## src/rtl/lsi_wb_pkg.sv

```systemverilog
// Shared constants for the two-master Wishbone arbiter: FSM encoding, bus widths
// and the bundled per-master request type.
package lsi_wb_pkg;

  localparam logic [1:0] ST_IDLE = 2'd0;
  localparam logic [1:0] ST_OWN0 = 2'd1;
  localparam logic [1:0] ST_OWN1 = 2'd2;

  localparam int ADR_W      = 16;
  localparam int DAT_W      = 16;
  localparam int SEL_W      = 2;
  localparam int TOUT_W_DEF = 6;

  typedef struct packed {
    logic             cyc;
    logic             stb;
    logic             we;
    logic [ADR_W-1:0] adr;
    logic [DAT_W-1:0] dat;
    logic [SEL_W-1:0] sel;
  } wb_req_t;

endpackage

```

## src/rtl/lsi_wb_tout.sv

```systemverilog
// Bus-timeout counter: counts consecutive unacknowledged strobe cycles and
// flags expiry once the count has saturated while the strobe is still pending.
module lsi_wb_tout
  import lsi_wb_pkg::*;
#(
  parameter int TOUT_W = TOUT_W_DEF
) (
  input  logic clk,
  input  logic rst_n,
  input  logic run,
  output logic expired
);

  logic [TOUT_W-1:0] r_cnt;

  always_ff @(posedge clk or negedge rst_n) begin
    if (!rst_n) begin
      r_cnt <= '0;
    end else if (!run) begin
      r_cnt <= '0;
    end else if (!(&r_cnt)) begin
      r_cnt <= r_cnt + 1'b1;
    end
  end

  assign expired = run & (&r_cnt);

endmodule

```

## src/rtl/lsi_wb_arb.sv

```systemverilog
// Two-master (CPU m0, DMA m1) Wishbone arbiter onto a single slave bus.
// Optional bus timeout with sticky error flag: define LSI_WB_ARB_TIMEOUT_EN.
module lsi_wb_arb
  import lsi_wb_pkg::*;
#(
  parameter int TOUT_W = TOUT_W_DEF
) (
  input  logic             vm_clk_p,
  input  logic             vm_rst_n,
  input  logic             m0_cyc_i,
  input  logic             m0_stb_i,
  input  logic             m0_we_i,
  input  logic [ADR_W-1:0] m0_adr_i,
  input  logic [DAT_W-1:0] m0_dat_i,
  input  logic [SEL_W-1:0] m0_sel_i,
  output logic [DAT_W-1:0] m0_dat_o,
  output logic             m0_ack_o,
  output logic             m0_err_o,
  output logic             m0_gnt_o,
  input  logic             m1_cyc_i,
  input  logic             m1_stb_i,
  input  logic             m1_we_i,
  input  logic [ADR_W-1:0] m1_adr_i,
  input  logic [DAT_W-1:0] m1_dat_i,
  input  logic [SEL_W-1:0] m1_sel_i,
  output logic [DAT_W-1:0] m1_dat_o,
  output logic             m1_ack_o,
  output logic             m1_err_o,
  output logic             m1_gnt_o,
  output logic             s_cyc_o,
  output logic             s_stb_o,
  output logic             s_we_o,
  output logic [ADR_W-1:0] s_adr_o,
  output logic [DAT_W-1:0] s_dat_o,
  output logic [SEL_W-1:0] s_sel_o,
  input  logic [DAT_W-1:0] s_dat_i,
  input  logic             s_ack_i,
  input  logic             berr_clr_i,
  output logic             berr_o
);

  logic [1:0] r_state;
  logic [1:0] w_state_next;
  logic       r_last1;
  logic       w_last1_next;
  logic       w_own0;
  logic       w_own1;
  logic       w_expired;
  wb_req_t    w_m0;
  wb_req_t    w_m1;
  wb_req_t    w_s;

  assign w_m0   = {m0_cyc_i, m0_stb_i, m0_we_i, m0_adr_i, m0_dat_i, m0_sel_i};
  assign w_m1   = {m1_cyc_i, m1_stb_i, m1_we_i, m1_adr_i, m1_dat_i, m1_sel_i};
  assign w_own0 = (r_state == ST_OWN0);
  assign w_own1 = (r_state == ST_OWN1);

  always_comb begin
    w_s = '0;
    case (r_state)
      ST_OWN0: w_s = w_m0;
      ST_OWN1: w_s = w_m1;
      default: w_s = '0;
    endcase
    w_s.stb = w_s.stb & w_s.cyc;
  end

  assign s_cyc_o = w_s.cyc;
  assign s_stb_o = w_s.stb;
  assign s_we_o  = w_s.we;
  assign s_adr_o = w_s.adr;
  assign s_dat_o = w_s.dat;
  assign s_sel_o = w_s.sel;

  assign m0_gnt_o = w_own0;
  assign m1_gnt_o = w_own1;
  assign m0_ack_o = s_ack_i & w_own0;
  assign m1_ack_o = s_ack_i & w_own1;
  assign m0_dat_o = w_own0 ? s_dat_i : '0;
  assign m1_dat_o = w_own1 ? s_dat_i : '0;

  // r_last1 remembers who was granted last; ties go to the other master.
  always_comb begin
    w_state_next = r_state;
    w_last1_next = r_last1;
    case (r_state)
      ST_IDLE: begin
        if (m0_cyc_i && m1_cyc_i) begin
          w_state_next = r_last1 ? ST_OWN0 : ST_OWN1;
          w_last1_next = ~r_last1;
        end else if (m1_cyc_i) begin
          w_state_next = ST_OWN1;
          w_last1_next = 1'b1;
        end else if (m0_cyc_i) begin
          w_state_next = ST_OWN0;
          w_last1_next = 1'b0;
        end
      end
      ST_OWN0: if (!m0_cyc_i || w_expired) w_state_next = ST_IDLE;
      ST_OWN1: if (!m1_cyc_i || w_expired) w_state_next = ST_IDLE;
      default: w_state_next = ST_IDLE;
    endcase
  end

  always_ff @(posedge vm_clk_p or negedge vm_rst_n) begin
    if (!vm_rst_n) begin
      r_state <= ST_IDLE;
      r_last1 <= 1'b0;
    end else begin
      r_state <= w_state_next;
      r_last1 <= w_last1_next;
    end
  end

`ifdef LSI_WB_ARB_TIMEOUT_EN
  logic w_run;
  logic r_berr;

  assign w_run = w_s.stb & ~s_ack_i;

  lsi_wb_tout #(
    .TOUT_W (TOUT_W)
  ) u_tout (
    .clk     (vm_clk_p),
    .rst_n   (vm_rst_n),
    .run     (w_run),
    .expired (w_expired)
  );

  // A timeout in the same cycle as a clear request leaves the flag set.
  always_ff @(posedge vm_clk_p or negedge vm_rst_n) begin
    if (!vm_rst_n) begin
      r_berr <= 1'b0;
    end else if (w_expired) begin
      r_berr <= 1'b1;
    end else if (berr_clr_i) begin
      r_berr <= 1'b0;
    end
  end

  assign m0_err_o = w_expired & w_own0;
  assign m1_err_o = w_expired & w_own1;
  assign berr_o   = r_berr;
`else
  logic [TOUT_W:0] w_unused;

  assign w_unused  = {{TOUT_W{1'b0}}, berr_clr_i};
  assign w_expired = 1'b0;
  assign m0_err_o  = 1'b0;
  assign m1_err_o  = 1'b0;
  assign berr_o    = 1'b0;
`endif

endmodule
```

## config.mk

```make
export PLATFORM = sky130hd
export DESIGN_NAME = lsi_wb_arb
export DESIGN_NICKNAME = d
export VERILOG_FILES = /design/src/rtl/lsi_wb_pkg.sv /design/src/rtl/lsi_wb_tout.sv /design/src/rtl/lsi_wb_arb.sv
export SDC_FILE = /design/constraint.sdc
export NUM_CORES = 1
export LEC_CHECK = 0
export CAP_MARGIN = 5
export CORE_AREA = 2 2 67 69
export CTS_BUF_LIST = sky130_fd_sc_hd__clkbuf_4 sky130_fd_sc_hd__clkbuf_8 sky130_fd_sc_hd__clkbuf_16
export CTS_CLUSTER_DIAMETER = 30
export DETAILED_ROUTE_END_ITERATION = 7
export DIE_AREA = 0 0 69 71
export DONT_BUFFER_PORTS = 1
export PLACE_DENSITY_LB_ADDON = 0.05
export REMOVE_ABC_BUFFERS = 1
export SLEW_MARGIN = 25
export SYNTH_ARGS = -nofsm -noshare
export SYNTH_HDL_FRONTEND = slang
export SYNTH_SLANG_ARGS = --single-unit
```

## constraint.sdc

```tcl
create_clock -name vm_clk_p -period 1.6 [get_ports vm_clk_p]
set_input_delay 0.08 -clock vm_clk_p [delete_from_list [all_inputs] [get_ports vm_clk_p]]
set_output_delay 0.08 -clock vm_clk_p [all_outputs]
set_load 0.1 [all_outputs]
```

# Word-level counts from Yosys, hierarchy flattened
# Index checks and enable logic that the tools add are counted.
# totals
wordCells,29
out_inout_bits,76
regBits,3
# classes
n_eq_ne,5
n_bitwise,4
n_reduce_logical,5
mux,13
# op_table
op,count
$pmux 37 s2,1
$mux 16,2
$mux 2,6
$pmux 2 s3,1
$ne 2x2->1 const B,2
$ne 4x4->1 const B,1
$and 1x1->1,3
$mux 1,3
$reduce_and 3->1,1
$reduce_bool 3->1,1
$eq 2x1->1 const B,1
$eq 2x2->1 const B,1
$logic_not 2->1,1
$reduce_and 2->1,1
$logic_and 1x1->1,1
$not 1->1,1

# Depth between registers and ports, before layout
# depth
word_depth,4
depth_mapped,6
mapped_depth_nobuf,5

# Least setup slack after synthesis
# No wires, ideal clock.
# synth_path
path_type,flip-flop to output port
start,register r_state[0]
end,output s_adr_o[0]
t_required_ps,1520
t_arrival_ps,3210
path_stages_with_launch,7
path_slack_ps,-1690
cell_sequence,dfrtp_1 > inv_1 > ha_1 > buf_2 > buf_2 > a22oi_1 > nor2b_1
# synth_via
elab_chain_cells,2
# synth_rtl
element,line,text
from (decl),lsi_wb_arb.sv:42,logic [1:0] r_state;
from (signal assigned),lsi_wb_arb.sv:110,r_state <= w_state_next;
$eq 2x2->1,n/a,
via m1_gnt_o,lsi_wb_arb.sv:29,"output logic m1_gnt_o,"
$pmux 37 s2,lsi_wb_arb.sv:60,case (r_state)
to (decl),lsi_wb_arb.sv:33,"output logic [ADR_W-1:0] s_adr_o,"
# The timed path passes the listed nets, and every way through them passes these cells.

# Worst setup path after layout
# layout_path
start,register r_state[0]
end,output s_adr_o[1]
# layout_via
elab_chain_cells,2
# layout_rtl
element,line
$eq 2x2->1 / $eq 2x1->1 (equally long branches),lsi_wb_arb.sv:60
$pmux 37 s2 *,lsi_wb_arb.sv:60
# Every way passes the cells marked *; elsewhere a longest branch is shown, timed or not.

==> metrics.cfg <==
[global_route]
grt_usage=0.198
grtUsageMet1=0.186
grt-busiest-layer=met2
grt_pass1_vias=1656
grt_first_pass_wirelength_um=8000
met3_usage=0.0741
gr-usage-met2=0.395
antenna_found_initial=0
grt.overflow.total=0
grt_max_degree=30

[yosys]
ys_top_cells_by_count=a22oi_1 (37), nor2b_1 (35), and2_1 (34)
avgSynthCellArea_um2=6.97
yosysSeqAreaShare=0.0727
synth-simple-area-share=0.450
synth_top_family_by_area=simple AND/OR/NAND/NOR gates
synth_xor_area_frac=0
netlist_top_cells_area=a22oi_1 (27%), nor2b_1 (21%), and2_1 (21%), dfrtp_1 (7.3%), ha_1 (4.8%)
yosysMostFrequentCell=a22oi_1
netlist_instances=148
syn-cell-area_mm2=0.00103
synth-seq-cells=3
synthAdderAreaFrac=0.0485
synth_top_area_share=0.269
synth-compound-area-share=0.316
synth_mux_area_frac=0
ys_types=20
synth_largest_area_cell=a22oi_1
synth-warning-count=0
synth_edf_count=0
ys_async_sr_fraction=1.00
synth_flop_cell=dfrtp_1

[route]
wl_per_cell_um=21.0
vias_per_cell=5.38
vias=1496
routed_wirelength_um=5850
ant_nets=0
dr.pass1.iters=4
drcViolationCount=0
initialDrtViolationCount=44

[final_layout]
n_antenna_cell=0
areaGrowthSynthToFinish_pct=218
nets=325
fillerInstances=252
drive_above_1_share=0.872
multiInputGateArea_mm2=0.00140
fin_area_mm2=0.00328
area.sequential_um2=76.3

[sta]
setup_viol=36
min_period_ns=1.75
hold_viol=0
max_freq_mhz=573
fin_hold_ws_ns=0.0532
slew_viol_final=0
worst_slack_ns=-0.146
fin_setup_tns_ns=-2.90
fin_crit_sh=1.09
skew_ns=0.000666
rsz0062_at_grt=true

[worst_setup_path]
crit_fanout=13
crit_type=reg -> out
worstRegToRegCells=6
cp-start-kind=register
r2r_start=r_state[0]
crit_path_start=r_state[0]
crit_arrival_ns=1.67
r2r-end=r_state[0]
cp-end-kind=output pin
crit_path_end=s_adr_o[1]
critPathRequiredTime_ns=1.52
r2r_slack_ns=0.13

[place]
gp_congestion=0.749
dp_hpwl_um=4030
io_buffers=0
place_area_mm2=0.00263

[run]
cap_violations=0

[status]
violations=negative setup slack
status=complete, but fails checks

[floorplanning]
ios=170
die_w_um=69
initial_utilization=0.246
dieArea_mm2=0.00490
coreArea_mm2=0.00420
fp-row-count=24
die_h_um=71

[min_path]
hold_path.class=in -> reg

[clock_network]
insertion_delay_ns=0.21
cts_tree=done
cts.sinks=3
h-tree-depth=1
cts_inserted_buffers=3
clkTransAtPathRegs_ns=0.03
clockBufferDepth=2
root_buffer=clkbuf_8

-- state kept, by name (all words and copies together), names as in the netlist --
signal and count:
r_state 2, r_last1 1
-- worst min path at each step --
stage               startpoint          to  slack (ns)  cells past startpoint
finish                m1_cyc_i  r_state[1]        0.05                      2
floorplan             vm_rst_n     r_last1       -0.22                      0
global placement      vm_rst_n     r_last1       -0.22                      0
detailed placement    vm_rst_n  r_state[1]       -0.22                      0
global route          m0_cyc_i  r_state[0]        0.09                      2
CTS                   m1_cyc_i  r_state[1]        0.04                      2
-- metal layers --
layer  vias up  wire [um]
met2       123       3210
met3        18        664
met5         -          0
met4         0        138
li1        666          -
met1       689       1830
-- layout make-up --
class / instances / share of cell area
timing repair buffer: 90 / 0.512
multi-input combinational: 125 / 0.425
sequential: 3 / 0.0233
tap: 52 / 0.0198
clock buffer: 4 / 0.0149
inverter: 4 / 0.00534
-- worst max-delay path, stage by stage, from the launching register on --
cell,delay (ns)
dfrtp_1,0.39
buf_4,0.15
ha_4,0.18
buf_12,0.16
a22oi_1,0.30
nor2b_4,0.09
buf_12,0.18
-- what timing repair did --
action                                  in CTS  in global routing
endpoints found under the hold margin        4                  0
setup buffers                                5                  1
gates resized for setup                     32                 79
endpoints found under the setup margin      71                 71
cloned                                       1                  1
pin swaps                                    2                  2
hold buffers                                 2                  0
-- cell usage in the layout, fill, tap and decap left out, drive strengths merged --
master	n
buf	87
dfrtp	3
and2	35
dlygate4sd3	2
o21ai	2
a22o	1
nand2	1
clkbuf	5
inv	4
a31oi	1
conb	3
nor2b	36
o2111ai	1
a22oi	37
nand4	1
ha	4
a21oi	3
-- stage by stage --
step | setup slack (ns) | instances | utilization
global route | -0.168 | 278 | 0.781
detailed placement | 0.0718 | 264 | 0.625
finish | -0.146 | 278 | 0.781
CTS | -0.0720 | 276 | 0.697
global placement | 0.129 | 264 | 0.625
floorplan | -2.19 | 132 | -
-- kinds of logic (layout without fill, tap and decap cells) --
kind of cell,after synthesis,in the layout
flip-flops,3,3
AO/OA/AOI/OAI,45,45
AND/OR/NAND/NOR,73,73
other,1,3
adder cells (fa/ha/maj),4,4
buffers and inverters,22,98
Power is not shown: default switching activity piles up to over one toggle a cycle in this logic, so the estimate is an artifact.
